<file path="src/rtl/rt_timeout_scan_eng.sv">
// Retransmit-timeout scan engine: round-robins active flows, compares the rx-state
// ack number against a per-flow timer record and asks the TX scheduler to retransmit on expiry.
module rt_timeout_scan_eng #(
    parameter int NUM_FLOWS         = 8,
    parameter int FLOWID_W          = $clog2(NUM_FLOWS),
    parameter int ACK_NUM_W         = 32,
    parameter int TIMESTAMP_W       = 32,
    parameter int RT_TIMEOUT_CYCLES = 1000,
    parameter int MAX_BACKOFF       = 4
) (
    input  logic                 clk,
    input  logic                 rst,
    input  logic                 new_flow_val,
    input  logic [FLOWID_W-1:0]  new_flow_flowid,
    input  logic [ACK_NUM_W-1:0] new_flow_our_ack_num,
    input  logic                 del_flow_val,
    input  logic [FLOWID_W-1:0]  del_flow_flowid,
    output logic                 rd_req_val,
    output logic [FLOWID_W-1:0]  rd_req_flowid,
    input  logic                 rd_req_rdy,
    input  logic                 rd_resp_val,
    input  logic [ACK_NUM_W-1:0] rd_resp_our_ack_num,
    output logic                 rd_resp_rdy,
    output logic                 sched_cmd_val,
    output logic [FLOWID_W-1:0]  sched_cmd_flowid,
    output logic                 sched_cmd_rt_set,
    input  logic                 sched_cmd_rdy,
    output logic [FLOWID_W:0]    active_cnt
);
    localparam int BO_W  = $clog2(MAX_BACKOFF + 1);
    localparam int REC_W = TIMESTAMP_W + ACK_NUM_W + BO_W;
    localparam logic [TIMESTAMP_W-1:0] RT_TS    = TIMESTAMP_W'(RT_TIMEOUT_CYCLES);
    localparam logic [FLOWID_W-1:0]    LAST_IDX = FLOWID_W'(NUM_FLOWS - 1);
    localparam logic [BO_W-1:0]        BO_MAX   = BO_W'(MAX_BACKOFF);

    typedef enum logic [2:0] {SCAN, REQ, RESP, RD_TMR, CALC, CMD, WR} state_t;

    state_t                 state_reg, state_next;
    logic [FLOWID_W-1:0]    idx_reg, idx_next, idx_inc;
    logic [TIMESTAMP_W-1:0] now_reg;
    logic [NUM_FLOWS-1:0]   active_reg, active_next, new_hit, del_hit;
    logic [FLOWID_W:0]      cnt_reg, cnt_next;
    logic                   abort_reg, abort_next, abort_eff, idx_hit;
    logic [ACK_NUM_W-1:0]   ack_reg, ack_next;
    logic [REC_W-1:0]       rec_reg, rec_next, new_rec;
    logic                   open_inc, close_dec;

    // Timer records: {deadline, last_ack, backoff}
    logic [REC_W-1:0]       tmr_mem [NUM_FLOWS];
    logic [REC_W-1:0]       tmr_rd_data;
    logic                   tmr_rd_en, tmr_wr_en;

    logic [TIMESTAMP_W-1:0] rd_deadline, time_left, rt_shift;
    logic [ACK_NUM_W-1:0]   rd_last_ack;
    logic [BO_W-1:0]        rd_backoff, bo_inc;
    logic                   expired;

    genvar gi;
    generate
        for (gi = 0; gi < NUM_FLOWS; gi++) begin : g_flow
            assign new_hit[gi]     = new_flow_val && (new_flow_flowid == FLOWID_W'(gi));
            assign del_hit[gi]     = del_flow_val && (del_flow_flowid == FLOWID_W'(gi));
            assign active_next[gi] = new_hit[gi] | (active_reg[gi] & ~del_hit[gi]);
        end
    endgenerate

    assign open_inc  = |(new_hit & ~active_reg);
    assign close_dec = |(del_hit & ~new_hit & active_reg);
    assign cnt_next  = cnt_reg + (FLOWID_W+1)'(open_inc) - (FLOWID_W+1)'(close_dec);

    assign idx_inc   = (idx_reg == LAST_IDX) ? '0 : idx_reg + FLOWID_W'(1);
    assign idx_hit   = (new_flow_val && (new_flow_flowid == idx_reg)) ||
                       (del_flow_val && (del_flow_flowid == idx_reg));
    assign abort_eff = abort_reg | idx_hit;
    assign new_rec   = {now_reg + RT_TS, new_flow_our_ack_num, {BO_W{1'b0}}};

    assign rd_deadline = tmr_rd_data[REC_W-1 -: TIMESTAMP_W];
    assign rd_last_ack = tmr_rd_data[BO_W +: ACK_NUM_W];
    assign rd_backoff  = tmr_rd_data[BO_W-1:0];
    // Modular difference keeps the compare correct when now wraps past the deadline.
    assign time_left   = rd_deadline - now_reg;
    assign expired     = (time_left == '0) || time_left[TIMESTAMP_W-1];
    assign bo_inc      = (rd_backoff >= BO_MAX) ? BO_MAX : rd_backoff + BO_W'(1);
    assign rt_shift    = RT_TS << bo_inc;

    assign rd_req_flowid    = idx_reg;
    assign sched_cmd_flowid = idx_reg;
    assign sched_cmd_rt_set = sched_cmd_val;
    assign active_cnt       = cnt_reg;

    always_comb begin
        state_next    = state_reg;
        idx_next      = idx_reg;
        abort_next    = abort_reg;
        ack_next      = ack_reg;
        rec_next      = rec_reg;
        tmr_rd_en     = 1'b0;
        tmr_wr_en     = 1'b0;
        rd_req_val    = 1'b0;
        rd_resp_rdy   = 1'b0;
        sched_cmd_val = 1'b0;
        if (state_reg != SCAN && idx_hit) abort_next = 1'b1;
        case (state_reg)
            SCAN: begin
                abort_next = 1'b0;
                if (active_next[idx_reg]) state_next = REQ;
                else                      idx_next   = idx_inc;
            end
            REQ: begin
                rd_req_val = 1'b1;
                if (rd_req_rdy) state_next = RESP;
            end
            RESP: begin
                rd_resp_rdy = 1'b1;
                if (rd_resp_val) begin
                    ack_next = rd_resp_our_ack_num;
                    if (abort_eff) begin
                        state_next = SCAN;
                        idx_next   = idx_inc;
                    end else begin
                        state_next = RD_TMR;
                    end
                end
            end
            RD_TMR: begin
                if (abort_eff) begin
                    state_next = SCAN;
                    idx_next   = idx_inc;
                end else if (!new_flow_val) begin
                    tmr_rd_en  = 1'b1;
                    state_next = CALC;
                end
            end
            CALC: begin
                if (abort_eff) begin
                    state_next = SCAN;
                    idx_next   = idx_inc;
                end else if (ack_reg != rd_last_ack) begin
                    rec_next   = {now_reg + RT_TS, ack_reg, {BO_W{1'b0}}};
                    state_next = WR;
                end else if (expired) begin
                    rec_next   = {now_reg + rt_shift, ack_reg, bo_inc};
                    state_next = CMD;
                end else begin
                    rec_next   = tmr_rd_data;
                    state_next = WR;
                end
            end
            CMD: begin
                sched_cmd_val = 1'b1;
                if (sched_cmd_rdy) begin
                    if (abort_eff) begin
                        state_next = SCAN;
                        idx_next   = idx_inc;
                    end else begin
                        state_next = WR;
                    end
                end
            end
            WR: begin
                if (abort_eff) begin
                    state_next = SCAN;
                    idx_next   = idx_inc;
                end else if (!new_flow_val) begin
                    tmr_wr_en  = 1'b1;
                    state_next = SCAN;
                    idx_next   = idx_inc;
                end
            end
            default: state_next = SCAN;
        endcase
    end

    always_ff @(posedge clk) begin
        if (rst) begin
            state_reg  <= SCAN;
            idx_reg    <= '0;
            now_reg    <= '0;
            active_reg <= '0;
            cnt_reg    <= '0;
            abort_reg  <= 1'b0;
            ack_reg    <= '0;
            rec_reg    <= '0;
        end else begin
            state_reg  <= state_next;
            idx_reg    <= idx_next;
            now_reg    <= now_reg + TIMESTAMP_W'(1);
            active_reg <= active_next;
            cnt_reg    <= cnt_next;
            abort_reg  <= abort_next;
            ack_reg    <= ack_next;
            rec_reg    <= rec_next;
        end
    end

    // Flow open owns both RAM ports in its cycle; engine accesses wait for it.
    always_ff @(posedge clk) begin
        if (new_flow_val)   tmr_mem[new_flow_flowid] <= new_rec;
        else if (tmr_wr_en) tmr_mem[idx_reg]         <= rec_reg;
        if (tmr_rd_en)      tmr_rd_data              <= tmr_mem[idx_reg];
    end
endmodule

</file>
<file path="config.mk">
export PLATFORM = sky130hd
export DESIGN_NAME = rt_timeout_scan_eng
export DESIGN_NICKNAME = d
export VERILOG_FILES = /design/src/rtl/rt_timeout_scan_eng.sv
export SDC_FILE = /design/constraint.sdc
export NUM_CORES = 1
export LEC_CHECK = 0
export ABC_CLOCK_PERIOD_IN_PS = 11100
export CORE_ASPECT_RATIO = 2
export CORE_UTILIZATION = 60
export CTS_BUF_LIST = sky130_fd_sc_hd__clkbuf_16
export CTS_CLUSTER_SIZE = 16
export DETAILED_ROUTE_END_ITERATION = 10
export PLACE_DENSITY = 0.9
export SYNTH_ARGS = -nofsm -noshare
export SYNTH_HDL_FRONTEND = slang
export SYNTH_SLANG_ARGS = --single-unit
</file>
<file path="constraint.sdc">
create_clock -name clk -period 11.1 [get_ports clk]
set_input_delay 2.22 -clock clk [delete_from_list [all_inputs] [get_ports clk]]
set_output_delay 2.22 -clock clk [all_outputs]
set_load 0.05 [all_outputs]
</file>
==> impl_metrics.env <==
export IMPL_status="finished clean"
export IMPL_antenna_left=0
export IMPL_cts_sinks=753
export IMPL_netSwitchingPower_mw=1.91
export IMPL_drtIter0Drc=3069
export IMPL_worst_ep_arrival_time_ps=7060
export IMPL_fin_area_sq_um=36900
export IMPL_gp_congestion=1.00
export IMPL_vias=23900
export IMPL_min_period_ps=6800
export IMPL_power_frac_comb_pct=20.9
export IMPL_finalPower_mw=6.66
export IMPL_setup_tns_ps=0
export IMPL_io_buffer_count=90
export IMPL_syn_avg_cell_area_sq_um=12.8
export IMPL_end_kind="flop"
export IMPL_m1WireLength_um=31300
export IMPL_grt_start_max_net_pins=68
export IMPL_crit_fanout=53
export IMPL_post_cts_buffers=0
export IMPL_clock_path_buffers=3
export IMPL_synth_net_count=2749
export IMPL_first_pass_iters=8
export IMPL_cts_repair_resized=0
export IMPL_final_seq_area_sq_um=21100
export IMPL_htree_num_levels=2
export IMPL_worstSetupPathType="in -> reg"
export IMPL_switching_share_pct=28.7
export IMPL_reg2reg_slack_ps=4880
export IMPL_largest_reg_flops=536
export IMPL_hold_buffers=0
export IMPL_ios=91
export IMPL_clock_latency_ps=630
export IMPL_ys_seq_elements=753
export IMPL_synthArstFlopShare_pct=0
export IMPL_routed_top_layer="met4"
export IMPL_clockPowerShare_pct=29.9
export IMPL_hold_depth=2
export IMPL_die_w_um=169
export IMPL_drive_gt1_share_pct=10.6
export IMPL_nets=2782
export IMPL_wl_per_cell_um=29.9
export IMPL_hold_violations=0
export IMPL_maxSlewHeadroom_pct=17.2
export IMPL_rows=122
export IMPL_syn_area_sq_um=33600
export IMPL_antenna_found_initial=9
export IMPL_reg2reg_depth=11
export IMPL_synth_flop_cell="edfxtp_1"
export IMPL_start_util_pct=60.8
export IMPL_synth_cells=2613
export IMPL_fin_crit_sh_pct=61.3
export IMPL_grt_ovfl_total=0
export IMPL_grt_first_pass_wirelength_um=152000
export IMPL_coreArea_sq_um=55300
export IMPL_min_path_type="reg -> reg"
export IMPL_dp_final_hpwl_um=62600
export IMPL_critPathRequiredTime_ps=11360
export IMPL_synth_edf_count=603
export IMPL_clkTransAtPathRegs_ps=70
export IMPL_ir_drop_v=0.000172
export IMPL_track_usage_pct=36.9
export IMPL_fin_skew_ps=19.2
export IMPL_final_common_cell="edfxtp_1"
export IMPL_drt_wl_total_um=103000
export IMPL_ys_warn_count=0
export IMPL_root_buffer="clkbuf_16"
export IMPL_wl_met2_um=52500
export IMPL_multiInputGateArea_sq_um=11700
export IMPL_die_area_sq_um=57000
export IMPL_power_internal_mw=4.75
export IMPL_cts_tree="done"
export IMPL_grt_pass1_vias=23900
export IMPL_chipHeight_um=337
export IMPL_area_growth_pct=9.80
export IMPL_yosysSeqAreaShare_pct=62.9
export IMPL_fmax_mhz=147
export IMPL_numCtsBuffers=56
export IMPL_dr_wl_met3_um=10000
export IMPL_cap_violations=0
export IMPL_p_leak_nw=12.2
export IMPL_power_density_nw_per_um2=181
export IMPL_vias_per_cell=6.92
export IMPL_worst_pin_slew_ps=1240
export IMPL_dpl_cell_area_sq_um=35100
export IMPL_setup_viol=0
export IMPL_rsz0062_at_grt="no"
export IMPL_power_frac_seq_pct=49.1
export IMPL_mostFrequentLayoutCells="603 x edfxtp_1, 538 x nand2_1, 168 x a21oi_1"
export IMPL_synthDistinctLibCells=93
export IMPL_drc=0
export IMPL_nFillCells=3510
export IMPL_slew_violations=0
export IMPL_start_kind="input pin"
final cells by class:
class,count,area share (%)
flip-flops and latches,753,57.3
clock buffers,57,3.87
multi-input cells,1651,31.8
well taps,744,2.52
repair buffers,119,3.03
clock inverters,47,0.757
inverters,65,0.662
diodes,10,0.0679
metal layers:
| metal | up-vias | global-route usage, % |
|---|---|---|
| li1 | 9719 | - |
| met1 | 11500 | 41.2 |
| met2 | 2166 | 63.6 |
| met3 | 526 | 5.58 |
| met4 | 0 | 27.6 |
| met5 | - | 0 |
worst paths after layout:
check	startpoint	endpoint
worst max register to register	rd_req_flowid[0]	tmr_mem[1][1]
worst max-delay path	new_flow_flowid[2]	tmr_mem[1][1]
worst min-delay path	rec_reg[28]	rec_reg[28]
worst min register to register	rec_reg[28]	rec_reg[28]
worst max-delay path, cell delays in order:
cell and delay (ps):
clkdlybuf4s50_1 670, xor2_1 180, nor2_1 80, a311oi_2 670, nand2_1 260, nor4_2 200, buf_4 630, a22oi_1 470
nor2_4 880, buf_4 710
logic make-up after synthesis:
group	Yosys count	share of synthesized area [%]
compound gates	400	7.59
xor+xnor	122	3.20
fa+ha+maj	60	2.30
buf+inv	209	2.48
flops	753	62.9
mux	158	9.78
simple gates	911	11.8
stage by stage:
step	std cells	worst slack (ps)	hold slack, ps	utilization, %
after floorplan	2613	2600	421	-
after global placement	3332	3910	438	63.6
after detailed placement	3332	3760	454	63.6
after CTS	3436	4340	464	66.7
after global routing	3445	4110	489	66.7
final	3446	4300	466	66.7
cell usage after synthesis, types with 21 or more instances:
library cell / count / area (sq um)
o21ai_0: 43 / 215
mux4_2: 136 / 3060
nor3_1: 35 / 175
nand3_1: 43 / 215
nand2_1: 538 / 2020
dfxtp_1: 150 / 3000
xnor2_1: 104 / 911
a21oi_1: 170 / 851
buf_1: 30 / 113
ha_1: 56 / 701
clkbuf_1: 93 / 349
edfxtp_1: 603 / 18100
nand4_1: 40 / 250
nor2_1: 153 / 574
mux2i_1: 21 / 210
inv_1: 63 / 236
power by group through the flow:
stage          Clock, mW  Sequential, mW  Combinational (mW)
2_1_floorplan          0            3.28               0.993
3_3_place_gp           0            3.31                1.27
3_5_place_dp           0            3.32                1.32
4_1_cts             1.98            3.26                1.37
5_1_grt             2.07            3.28                1.47
6_report            1.99            3.27                1.39
Power figures use the tool's default switching activity.
